--- src/rtl/gameplay_input_ctrl.sv ---
// Input conditioning for gameplay: sync + debounce of buttons, new_game pulse, hit gating, pan, frame strobe.
// Optional CHARGE_TIMEOUT_EN macro adds a frame-based limit on how long charging_hit may stay high.
module gameplay_input_ctrl #(
    parameter int DEBOUNCE_CYCLES       = 1_000_000,
    parameter int NEW_GAME_CYCLES       = 4,
    parameter int VSYNC_ACTIVE_HIGH     = 0,
    parameter int CHARGE_TIMEOUT_FRAMES = 600
) (
    input  logic        clk_in,
    input  logic        rst_n_in,
    input  logic        btn_hit_in,
    input  logic        btn_left_in,
    input  logic        btn_right_in,
    input  logic        btn_new_game_in,
    input  logic        vsync_in,
    input  logic [2:0]  state_in,
    output logic        new_game,
    output logic        charging_hit,
    output logic        camera_pan_left,
    output logic        camera_pan_right,
    output logic        new_frame,
    output logic [15:0] frame_count
);

    localparam int CW   = (DEBOUNCE_CYCLES > 2) ? $clog2(DEBOUNCE_CYCLES) : 1;
    localparam int NG_W = $clog2(NEW_GAME_CYCLES + 1);
    localparam logic [CW-1:0]   CNT_MAX = CW'(DEBOUNCE_CYCLES - 1);
    localparam logic [NG_W-1:0] NG_LAST = NG_W'(NEW_GAME_CYCLES - 1);

    // Button lanes: 0 hit, 1 left, 2 right, 3 new game
    logic [3:0]    raw_btn;
    logic [3:0]    sync_a;
    logic [3:0]    sync_b;
    logic [3:0]    db;
    logic [CW-1:0] db_cnt [4];

    assign raw_btn = {btn_new_game_in, btn_right_in, btn_left_in, btn_hit_in};

    always_ff @(posedge clk_in or negedge rst_n_in) begin
        if (!rst_n_in) begin
            sync_a <= '0;
            sync_b <= '0;
            db     <= '0;
            for (int i = 0; i < 4; i++) db_cnt[i] <= '0;
        end else begin
            sync_a <= raw_btn;
            sync_b <= sync_a;
            for (int i = 0; i < 4; i++) begin
                if (sync_b[i] == db[i]) begin
                    db_cnt[i] <= '0;
                end else if (db_cnt[i] == CNT_MAX) begin
                    db[i]     <= sync_b[i];
                    db_cnt[i] <= '0;
                end else begin
                    db_cnt[i] <= db_cnt[i] + 1'b1;
                end
            end
        end
    end

    logic            db_new_game_q;
    logic [NG_W-1:0] ng_cnt;
    logic            armed;
    logic            vsync_q;
    logic            vsync_q2;
    logic            frame_edge;
    logic            state_ok;
    logic            hit_timeout;

    assign state_ok   = (state_in == 3'd0) || (state_in == 3'd1);
    assign frame_edge = (VSYNC_ACTIVE_HIGH != 0) ? (vsync_q & ~vsync_q2) : (~vsync_q & vsync_q2);

`ifdef CHARGE_TIMEOUT_EN
    logic [15:0] chg_cnt;

    // Timeout fires on the strobe that brings the count up to the limit
    assign hit_timeout = charging_hit & new_frame & (chg_cnt == 16'(CHARGE_TIMEOUT_FRAMES - 1));

    always_ff @(posedge clk_in or negedge rst_n_in) begin
        if (!rst_n_in) begin
            chg_cnt <= '0;
        end else if (!charging_hit) begin
            chg_cnt <= '0;
        end else if (new_frame) begin
            chg_cnt <= chg_cnt + 16'd1;
        end
    end
`else
    // Always false; references the limit so the parameter stays part of the interface
    assign hit_timeout = (CHARGE_TIMEOUT_FRAMES < 0);
`endif

    always_ff @(posedge clk_in or negedge rst_n_in) begin
        if (!rst_n_in) begin
            new_game         <= 1'b1;
            ng_cnt           <= NG_LAST;
            db_new_game_q    <= 1'b0;
            armed            <= 1'b0;
            charging_hit     <= 1'b0;
            camera_pan_left  <= 1'b0;
            camera_pan_right <= 1'b0;
            vsync_q          <= 1'b0;
            vsync_q2         <= 1'b0;
            new_frame        <= 1'b0;
            frame_count      <= '0;
        end else begin
            db_new_game_q <= db[3];
            if (db[3] && !db_new_game_q) begin
                new_game <= 1'b1;
                ng_cnt   <= NG_LAST;
            end else if (new_game) begin
                if (ng_cnt == '0) new_game <= 1'b0;
                else              ng_cnt   <= ng_cnt - 1'b1;
            end

            // A press held across a shot must be released before it can arm again
            if (new_game || !state_ok || hit_timeout) armed <= 1'b0;
            else if (!db[0] && state_in == 3'd0)      armed <= 1'b1;

            charging_hit     <= db[0] & armed & state_ok & ~hit_timeout;
            camera_pan_left  <= db[1] & ~db[2] & ~new_game;
            camera_pan_right <= db[2] & ~db[1] & ~new_game;

            vsync_q   <= vsync_in;
            vsync_q2  <= vsync_q;
            new_frame <= frame_edge;

            if (new_game)       frame_count <= '0;
            else if (new_frame) frame_count <= frame_count + 16'd1;
        end
    end

endmodule

--- config.mk ---
export PLATFORM = sky130hd
export DESIGN_NAME = gameplay_input_ctrl
export DESIGN_NICKNAME = d
export VERILOG_FILES = /design/src/rtl/gameplay_input_ctrl.sv
export SDC_FILE = /design/constraint.sdc
export NUM_CORES = 1
export LEC_CHECK = 0
export BUFFER_PORTS_ARGS = -buffer_cell sky130_fd_sc_hd__buf_2
export CORE_UTILIZATION = 42
export CTS_BUF_LIST = sky130_fd_sc_hd__clkbuf_2
export CTS_CLUSTER_SIZE = 12
export DETAILED_ROUTE_END_ITERATION = 10
export GPL_TIMING_DRIVEN = 0
export REMOVE_ABC_BUFFERS = 1
export SLEW_MARGIN = 10
export SYNTH_ARGS = -nofsm -noshare
export SYNTH_HDL_FRONTEND = slang
export SYNTH_SLANG_ARGS = --single-unit
--- constraint.sdc ---
create_clock -name clk_in -period 5.4 [get_ports clk_in]
set_clock_uncertainty 0.2 [all_clocks]
set_input_delay 0.81 -clock clk_in [delete_from_list [all_inputs] [get_ports clk_in]]
set_output_delay 0.81 -clock clk_in [all_outputs]
set_load 0.01 [all_outputs]
======== Yosys cells after proc, flatten, opt, wreduce, memory -nomap -nowiden ========
Cells that the tools add are included.
word-level totals
  bits in registers ....................... 120
  bits in latches ......................... 0
  bits in writable memories ............... 0
  memory bits (read-only) ................. 0
  input port bits ......................... 10
  logic and storage cells ................. 87
  memories kept ........................... 0
operators by class
  $add $sub $neg .......................... 6
  multipliers ............................. 0
  div/mod/pow operators ................... 0
  magnitude comparators ................... 0
  equality and inequality tests ........... 10
  shift-type cells ........................ 0
  muxes and demuxes ....................... 18
  bitwise logic cells ..................... 15
  reductions and logical operators ........ 17
operator list
  operator               count
  $mux 20                8
  $add 20x1->20 const B  4
  $eq 20x20->1 const B   4
  $mux 16                2
  $add 16x1->16 const B  1
  $reduce_and 2->1       5
  $mux 3                 3
  $not 1->1              8
  $and 1x1->1            7
  $logic_not 3->1        2
  $reduce_bool 2->1      3
  $mux 1                 5
  $eq 1x1->1             4
  $eq 3x1->1 const B     1
  $logic_not 1->1        3
  $sub 3x1->3 const B    1
  $logic_and 1x1->1      2
  $logic_or 1x1->1       2
  $ne 2x2->1 const B     1

======== Logic depth before layout (Yosys ltp) ========
Gate-level depths: netlist (run 1).
  depth in word-level cells ............... 5
  mapped depth ............................ 7

======== Least setup slack after synthesis (run 1) ========
Ideal clock, no wire load.
  path type ............................... register to register
  start ................................... register db_cnt[20] in the netlist's numbering
  end ..................................... register db_cnt[38] in the netlist's numbering
  arrival time ............................ 1.904 ns
  required time ........................... 5.127 ns
  path slack .............................. 3.223 ns
  stages on the path, launching flop included .. 7
  buffers on the path ..................... 1
  period minus slack after synthesis ...... 2.177 ns
  path through ............................ dfrtp_1 -> ha_1 -> nand2_1 -> or4_1 -> buf_2 -> or4_4 -> a21oi_2
on the way
  word-level cells in the longest chain between the ends .. 3
  elaborated cells between the ends (all ways) .. 4
RTL lines
  item                                           line    RTL
  from (decl)                                    35      logic [CW-1:0] db_cnt [4];
  from (signal, indexed assignment)              55      db_cnt[i] <= db_cnt[i] + 1'b1;
  $add 20x1->20 or $eq 20x20->1 (tied branches)  55, 51
  $mux 20 (*)                                    51      end else if (db_cnt[i] == CNT_MAX) begin
  $mux 20 (*)                                    49      if (sync_b[i] == db[i]) begin
Every way passes the cells marked *; elsewhere a longest branch is shown, timed or not.
A chain may end at the register's enable or synchronous reset.

======== Final worst setup path (run 1) ========
  start ................................... register new_game
  end ..................................... output port new_game
RTL lines
  item                    line  RTL
  from (decl)             17    output logic new_game,
  from (signal assigned)  95    new_game <= 1'b1;
  from (signal assigned)  109   new_game <= 1'b1;
  from (signal assigned)  112   if (ng_cnt == '0) new_game <= 1'b0;
No word-level cell between the ends.

==> flow_metrics.py, run 1 <==
metrics = {
    "final_layout": {
        "syn2layout_area_growth_pct": 10.35,
        "mostFrequentLayoutCells": "dfrtp_1, nor2_1, nand3_1",
        "layout_commonest_cell": "dfrtp_1",
        "final_area_um2": 6228,
        "drive_gt1_share_pct": 14.31,
        "layout.nets": 619,
        "final_util_pct": 48.37,
        "fillers": 1226,
        "diodes": 0,
    },
    "setup_path": {
        "critPathTopFamily": "flip-flops",
        "crit_fanout": 26,
        "critical_path_class": "register to output port",
        "startpoint_type": "register",
        "path_cells": "buf_2",
        "required_ns": 4.39,
        "cp_slowest_cell": "dfstp_2",
        "critPathBufInv": 1,
        "cp.arrival_ns": 1.72,
        "endpoint_kind": "output port",
        "cpPeakStageDelay_ns": 0.86,
    },
    "global_route": {
        "overflow": 0,
        "grt_max_degree": 87,
        "grt_first_pass_wirelength_um": 17890,
        "grt.total_usage_pct": 15.85,
        "first_global_vias": 3999,
        "antenna_found_initial": 0,
    },
    "synth": {
        "avgSynthCellArea_um2": 9.990,
        "yosysSeqAreaShare_pct": 53.27,
        "ys_warn_count": 0,
        "synth-seq-cells": 120,
        "syn_area_um2": 5644,
        "synthCells": 565,
        "ys_types": 45,
    },
    "status": {
        "status": "finished, final reports clean",
    },
    "drt": {
        "drtPass1Iterations": 4,
        "routedWlPerCell_um": 12.80,
        "ant_nets": 0,
        "drc": 0,
        "num_vias": 4103,
        "routed_wl_um": 10070,
        "drt-initial-drc-count": 210,
        "viasPerCell": 5.213,
    },
    "sta": {
        "worst_pin_slew_ns": 0.8408,
        "rsz0062_at_grt": "false",
        "max_freq_mhz": 366.1,
        "slew_headroom_pct": 43.94,
        "finalHoldViolations": 0,
        "final.setup.tns_ns": 0,
        "post-route-min-period_ns": 2.732,
        "worst_slack_ns": 2.668,
        "drv_slew": 0,
        "fin_crit_sh_pct": 50.59,
        "setup_violations": 0,
    },
    "clock_network": {
        "post_cts_resized": 0,
        "clock_sinks": 120,
        "cts-htree-levels": 4,
        "clk_transition_reported_paths_ns": 0.16,
        "worstSkewPairLatency_ns": 0.65,
        "root_buffer": "clkbuf_2",
        "cts-buffers-inserted": 17,
        "clockBufferDepth": 2,
        "cts_tree": "yes",
    },
    "floorplan": {
        "coreArea_um2": 12880,
        "start_util_pct": 43.83,
        "die_area_um2": 13910,
        "std_cell_rows": 41,
        "die_w_um": 117.9,
        "die_h_um": 117.9,
        "ios": 31,
    },
    "place": {
        "placed_area_um2": 5988,
        "hpwlAfterDp_um": 6813,
        "pre_cts_ws_ns": 2.736,
        "gp_congestion": 0.7928,
        "io_buffers": 30,
    },
    "pwr": {
        "p_leak_nw": 2.562,
        "power_density_nw_per_um2": 252.8,
        "ir_worst_vdd_v": 0.0001030,
        "p_total_w": 0.001575,
    },
    "worst_hold_path": {
        "min_path_type": "input port to register",
    },
    "run": {
        "maxCapViolations": 0,
    },
}
## per-stage QoR
stage	std cells	hold slack (ns)
2_1_floorplan	544	0.1312
3_3_place_gp	746	0.1368
3_5_place_dp	749	0.1371
4_1_cts	787	0.01973
5_1_grt	787	0.007804
6_report	787	0.1146
## registers in the layout, summed over array words and instances (netlist names)
name              cells
db_new_game_q         1
camera_pan_right      1
charging_hit          1
new_frame             1
new_game              1
camera_pan_left       1
vsync_q2              1
ng_cnt                3
armed                 1
db                    4
vsync_q               1
db_cnt               80
sync_b                4
sync_a                4
frame_count          16
## per-layer routing
metal / vias to the layer above / share of wire, % / global-route usage (%)
met5: - / 0 / 0
met4: 0 / 1.1 / 5.288
met3: 12 / 3.4 / 4.990
met2: 55 / 47 / 26.40
met1: 1975 / 48 / 19.37
li1: 2061 / - / -
## cell type report
cell class                 count  area [um^2]  share of cell area [%]
clock inverter                14        90.09                   1.446
tap                          172        215.2                   3.455
clock buffer                  18        90.09                   1.446
timing repair buffer          39        259.0                   4.158
inverter                      25        93.84                   1.507
multi-input combinational    399         2474                   39.71
sequential                   120         3007                   48.27
## kinds of logic (layout without fill, tap and decap cells)
group / count (synthesis) / in the layout / share of synthesized area, %
mux: 7 / 7 / 1.374
flops: 120 / 120 / 53.27
xor+xnor: 57 / 57 / 8.845
buf+inv: 46 / 96 / 3.347
fa+ha+maj: 7 / 7 / 1.552
simple gates: 251 / 251 / 23.59
compound gates: 77 / 77 / 8.025
## Yosys cell counts, drive strengths merged
library cell / n / area, um^2
nand2b: 2 / 12.51
mux2: 6 / 67.56
inv: 25 / 93.84
nor2b: 3 / 18.77
buf: 12 / 61.31
xor2: 21 / 183.9
a31o: 1 / 8.760
and2: 4 / 25.02
xnor2: 36 / 315.3
o21ai: 22 / 110.1
nor3b: 2 / 15.01
or4: 26 / 206.5
ha: 7 / 87.58
and3: 5 / 32.53
o2111ai: 1 / 8.760
nand2: 33 / 123.9
nor2: 67 / 251.5
and4: 1 / 8.760
nor3: 16 / 80.08
mux2i: 1 / 10.01
nor4bb: 1 / 10.01
or2: 6 / 37.54
o41ai: 1 / 8.760
a21oi: 34 / 181.4
nor4b: 1 / 8.760
or4b: 2 / 20.02
dfstp: 3 / 78.83
nand3b: 1 / 7.510
nor4: 11 / 68.82
o211ai: 3 / 22.52
o31ai: 15 / 112.6
clkbuf: 9 / 33.78
nand4: 12 / 75.07
dfrtp: 117 / 2928
or3: 18 / 113.9
nand3: 40 / 215.2
## worst paths after layout
kind	depth (start not counted)	end	slack (ns)	startpoint
worst max-delay path	1	new_game	2.67	new_game
worst min-delay path	2	charging_hit	0.11	state_in[1]
worst min register to register	0	sync_b[3]	0.17	sync_a[3]
min in group asynchronous	2	frame_count[9]	0.40	rst_n_in
worst max register to register	4	db_cnt[44]	2.73	db_cnt[48]
max in group asynchronous	3	new_game	3.86	rst_n_in
## power by group
part	total, W	internal (W)	leakage [nW]	switching, W
Sequential	0.000976	0.000931	1.62	0.0000451
Clock	0.000468	0.000152	0.113	0.000316
Combinational	0.000131	0.0000531	0.827	0.0000781
## repair_timing
| action | CTS | global route |
|---|---|---|
| hold endpoints to repair | 39 | 0 |
| buffers inserted | 0 | 0 |
| hold buffers | 6 | 0 |
| endpoints found under the setup margin | 0 | 0 |
Power figures use the tool's default switching activity.
==> inputs of run 2 (changes only) <==
Settings changed: ABC_AREA from default to 1.
Clock period 5.4 ns to 2.83 ns, I/O delays scaled along.
==> flow_metrics.py, run 2 <==
metrics = {
    "global_route": {
        "grt_first_pass_wirelength_um": 21690,
        "antenna_found_initial": 0,
        "first_global_vias": 4892,
        "grt.total_usage_pct": 17.11,
        "grt_max_degree": 92,
        "overflow": 0,
    },
    "synth": {
        "synth_top_family_by_area": "simple AND/OR/NAND/NOR gates",
        "synth_compound_gate_area_share_pct": 5.006,
        "synthSimpleGateAreaFrac_pct": 33.98,
        "synthCells": 783,
        "synthMuxAreaShare_pct": 0,
        "synthTopCellsByArea": "dfrtp_1, nor2_1, nand2_1",
        "synth_top_area_cell": "dfrtp_1",
        "synth.top_cell.area_share_pct": 46.67,
        "synthXorXnorAreaFrac_pct": 6.482,
        "yosysSeqAreaShare_pct": 47.93,
        "avgSynthCellArea_um2": 8.012,
        "yosysMostFrequentCell": "nor2_1",
        "async_flop_share_pct": 100.0,
        "ys_warn_count": 0,
        "synth_flop_cell": "dfrtp_1",
        "ys_types": 35,
        "synthAdderAreaFrac_pct": 1.396,
        "synth-seq-cells": 120,
        "synth_common_cells": "nor2_1, nand2_1, dfrtp_1",
        "syn_area_um2": 6274,
        "synth_edf_count": 0,
    },
    "setup_path": {
        "endpoint_kind": "output port",
        "r2r-end": "db_cnt[25]",
        "critical_path_class": "register to output port",
        "required_ns": 2.21,
        "r2r_slack_ns": 1.06,
        "crit_fanout": 8,
        "reg2regPathDepth": 6,
        "path_cells": "buf_2",
        "cpPeakStageDelay_ns": 0.69,
        "critPathTopFamily": "flip-flops",
        "cp_slowest_cell": "dfstp_2",
        "cp.arrival_ns": 1.51,
        "critPathBufInv": 1,
        "startpoint_type": "register",
        "startpoint": "new_game",
        "timing.rr.start": "db_cnt[20]",
        "path_depth": 1,
        "crit_end": "new_game",
    },
    "sta": {
        "max_freq_mhz": 468.9,
        "worst_pin_slew_ns": 0.6016,
        "post-route-min-period_ns": 2.133,
        "slew_headroom_pct": 59.70,
        "finalHoldViolations": 0,
        "fin_crit_sh_pct": 75.36,
        "rsz0062_at_grt": "false",
        "drv_slew": 0,
        "setup_violations": 0,
        "final.setup.tns_ns": 0,
        "fin_hold_ws_ns": 0.1747,
    },
    "drt": {
        "drt-initial-drc-count": 247,
        "num_vias": 5030,
        "routed_wl_um": 12500,
        "routedWlPerCell_um": 12.03,
        "ant_nets": 0,
        "viasPerCell": 4.841,
        "drc": 0,
        "drtPass1Iterations": 4,
    },
    "final_layout": {
        "syn2layout_area_growth_pct": 12.17,
        "mostFrequentLayoutCells": "nor2_1, nand2_1, dfrtp_1",
        "layout.nets": 859,
        "drive_gt1_share_pct": 15.20,
        "layout_commonest_cell": "nor2_1",
        "largest_register_ff_count": 80,
        "stdcell_count": 1039,
        "diodes": 0,
        "reg_top3": "db_cnt x80, frame_count x16",
        "largest-register": "db_cnt",
    },
    "place": {
        "io_buffers": 30,
        "place_inst": 996,
        "hpwlAfterDp_um": 9078,
        "gp_congestion": 0.8674,
    },
    "floorplan": {
        "std_cell_rows": 44,
        "die_w_um": 124.2,
        "die_area_um2": 15430,
        "start_util_pct": 43.16,
        "ios": 31,
        "coreArea_um2": 14530,
        "die_h_um": 124.2,
    },
    "clock_network": {
        "cts-buffers-inserted": 17,
        "worstSkewPairLatency_ns": 0.66,
        "clockBufferDepth": 2,
        "cts-htree-levels": 4,
        "clock_sinks": 120,
        "root_buffer": "clkbuf_2",
        "clk_transition_reported_paths_ns": 0.17,
        "post_cts_resized": 0,
        "cts_tree": "yes",
    },
    "run": {
        "maxCapViolations": 0,
    },
    "pwr": {
        "p_leak_nw": 3.190,
        "p_total_w": 0.003221,
        "power_density_nw_per_um2": 457.7,
        "ir_worst_vdd_v": 0.0002394,
    },
    "worst_hold_path": {
        "min_path_type": "register to register",
    },
    "status": {
        "status": "finished, final reports clean",
    },
}
[run 2: cell count changes in the layout (fill, tap and decap cells not counted), sizes merged, moves of 10 or more]
cell   previous run  this run
o31ai            15         0
nor2             67       214
nand2            33       170
inv              25        82
nand3            40        55
nor4             11         1
a21oi            34        23
xnor2            36        12
xor2             21        31
or4              26         0
or3              18         0
[run 2: worst min path at each step]
stage / startpoint / end / slack [ns] / depth (start not counted)
final: sync_a[2] / sync_b[2] / 0.17 / 0
after global routing: btn_hit_in / sync_a[0] / 0.09 / 2
after CTS: btn_left_in / sync_a[1] / 0.09 / 2
after detailed placement: rst_n_in / db_cnt[51] / 0.13 / 1
after global placement: sync_a[0] / sync_b[0] / 0.14 / 0
after floorplan: rst_n_in / armed / -0.07 / 0
[run 2: layout make-up]
class	instances	area, um^2
well taps	184	230.2
inverters	82	310.3
multi-input cells	579	2940
fillers	1425	7497
flip-flops and latches	120	3007
repair buffers	42	304.0
clock buffers	17	85.08
clock inverters	15	160.2
[run 2: report_power, final]
part | switching, W | internal [W]
Sequential | 0.0000629 | 0.00177
Combinational | 0.000159 | 0.0000957
Clock | 0.000655 | 0.000476
Total | 0.000877 | 0.00234
[run 2: routing by layer]
layer,share of wire (%),GRT usage (%),wire length (um)
met3,2.6,4.397,326
met1,48,21.50,6017
met5,0,0,0
met2,49,28.08,6087
met4,0.56,6.733,70
[run 2: cells by family (layout without fill, tap and decap cells)]
| kind of cell | count (synthesis) | count (layout) |
|---|---|---|
| AO/OA/AOI/OAI | 55 | 55 |
| XOR/XNOR | 43 | 43 |
| adder cells (fa/ha/maj) | 7 | 7 |
| buffers and inverters | 84 | 156 |
| flip-flops | 120 | 120 |
| AND/OR/NAND/NOR | 474 | 474 |
[run 2: through the flow]
stage / instance area, um^2 / worst slack [ns] / util (%)
3_3_place_gp: 6638 / -0.3599 / 45.67
5_1_grt: 7037 / 0.5443 / 48.42
4_1_cts: 7037 / 0.5711 / 48.42
2_1_floorplan: 6257 / 1.318 / -
3_5_place_dp: 6671 / 1.077 / 45.90
6_report: 7037 / 0.6973 / 48.42
[run 2: repair_timing]
item | 4_1_cts | 5_1_grt
hold buffers | 11 | 0
endpoints found under the hold margin | 124 | 0
buffers inserted | 0 | 0
==> inputs of run 3 (changes only) <==
Clock period 2.83 ns to 2.06 ns, I/O delays scaled along.
==> flow_metrics.py, run 3 (synthesis results as in run 2) <==
metrics = {
    "sta": {
        "rsz0062_at_grt": "false",
        "final.setup.tns_ns": 0,
        "worst_pin_slew_ns": 0.6058,
        "post-route-min-period_ns": 1.857,
        "drv_slew": 0,
        "fin_crit_sh_pct": 90.16,
        "fin_hold_ws_ns": 0.09654,
        "slew_headroom_pct": 59.42,
        "finalHoldViolations": 0,
        "setup_violations": 0,
        "max_freq_mhz": 538.4,
    },
    "pwr": {
        "p_total_w": 0.004433,
        "p_leak_nw": 3.212,
        "power_density_nw_per_um2": 625.7,
        "ir_worst_vdd_v": 0.0003293,
    },
    "setup_path": {
        "crit_end": "new_game",
        "r2r_slack_ns": 0.30,
        "path_cells": "buf_2",
        "startpoint_type": "register",
        "critPathBufInv": 1,
        "cp_slowest_cell": "dfstp_2",
        "cp.arrival_ns": 1.35,
        "required_ns": 1.55,
        "startpoint": "new_game",
        "endpoint_kind": "output port",
        "critical_path_class": "register to output port",
        "crit_fanout": 2,
        "critPathTopFamily": "flip-flops",
        "r2r-end": "db_cnt[25]",
        "cpPeakStageDelay_ns": 0.58,
        "timing.rr.start": "db_cnt[20]",
        "reg2regPathDepth": 6,
        "path_depth": 1,
    },
    "place": {
        "placed_area_um2": 6671,
        "io_buffers": 30,
        "gp_congestion": 0.8674,
        "hpwlAfterDp_um": 9078,
    },
    "floorplan": {
        "coreArea_um2": 14530,
        "die_w_um": 124.2,
        "start_util_pct": 43.16,
        "die_area_um2": 15430,
        "die_h_um": 124.2,
        "std_cell_rows": 44,
        "ios": 31,
    },
    "status": {
        "status": "finished, final reports clean",
    },
    "clock_network": {
        "root_buffer": "clkbuf_2",
        "cts_tree": "yes",
        "worstSkewPairLatency_ns": 0.66,
        "cts-htree-levels": 4,
        "clock_sinks": 120,
        "clk_transition_reported_paths_ns": 0.17,
        "clockBufferDepth": 2,
        "cts-buffers-inserted": 17,
    },
    "final_layout": {
        "largest_register_ff_count": 80,
        "layout_commonest_cell": "nor2_1",
        "fillers": 1422,
        "syn2layout_area_growth_pct": 12.92,
        "final_area_um2": 7084,
        "multi_input_area_um2": 2940,
        "reg_top3": "db_cnt x80, frame_count x16",
        "diodes": 0,
        "largest-register": "db_cnt",
        "drive_gt1_share_pct": 15.23,
        "mostFrequentLayoutCells": "nor2_1, nand2_1, dfrtp_1",
        "layout.nets": 864,
        "register_area_um2": 3007,
    },
    "drt": {
        "routed_wl_um": 12560,
        "viasPerCell": 4.847,
        "drtPass1Iterations": 5,
        "ant_nets": 0,
        "drt-initial-drc-count": 243,
        "routedWlPerCell_um": 12.03,
        "num_vias": 5060,
        "drc": 0,
    },
    "global_route": {
        "antenna_found_initial": 0,
        "first_global_vias": 4915,
        "grt_first_pass_wirelength_um": 21780,
        "grt_max_degree": 92,
        "overflow": 0,
        "grt.total_usage_pct": 17.19,
    },
    "worst_hold_path": {
        "min_path_type": "input port to register",
    },
    "run": {
        "maxCapViolations": 0,
    },
}
==> run 3: routing by layer <==
metal  GRT usage, %  up-vias  wire length [um]
li1               -     2587                 -
met1          21.69     2392              6028
met2          28.14       72              6115
met3          4.397        9               344
met4          6.733        0                69
met5              0        -                 0
==> run 3: area by class of cell <==
| class | instances | area share [%] |
|---|---|---|
| inverter | 82 | 4.380 |
| clock buffer | 17 | 1.201 |
| multi-input combinational | 579 | 41.50 |
| tap | 184 | 3.250 |
| clock inverter | 15 | 2.261 |
| sequential | 120 | 42.44 |
| timing repair buffer | 47 | 4.963 |
==> run 3: how the worst min path moves through the flow <==
stage / startpoint / end / slack (ns) / cells after the start
2_1_floorplan: rst_n_in / armed / -0.19 / 0
3_3_place_gp: sync_a[0] / sync_b[0] / 0.14 / 0
3_5_place_dp: rst_n_in / db_cnt[51] / 0.01 / 1
4_1_cts: vsync_in / vsync_q / 0.002 / 2
5_1_grt: vsync_in / vsync_q / 0.009 / 2
6_report: vsync_in / vsync_q / 0.1 / 2
==> run 3: report_power, final <==
group / leakage (nW) / internal [W] / switching (W) / total (W)
clock: 0.138 / 0.000654 / 0.000901 / 0.00156
sequential: 1.62 / 0.00243 / 0.0000866 / 0.00252
combinational: 1.45 / 0.000136 / 0.000219 / 0.000356
==> run 3: stage by stage <==
stage	std cells	setup slack [ns]	util, %
3_3_place_gp	995	-1.014	45.67
6_report	1044	0.2028	48.74
4_1_cts	1044	0.08610	48.74
3_5_place_dp	996	0.3072	45.90
2_1_floorplan	781	0.5482	-
5_1_grt	1044	0.05641	48.74
==> run 3: what timing repair did <==
action	in CTS	in global routing
buffers inserted	1	0
gates resized for setup	0	0
endpoints found under the setup margin	1	0
hold endpoints to repair	127	0
hold buffers	15	0
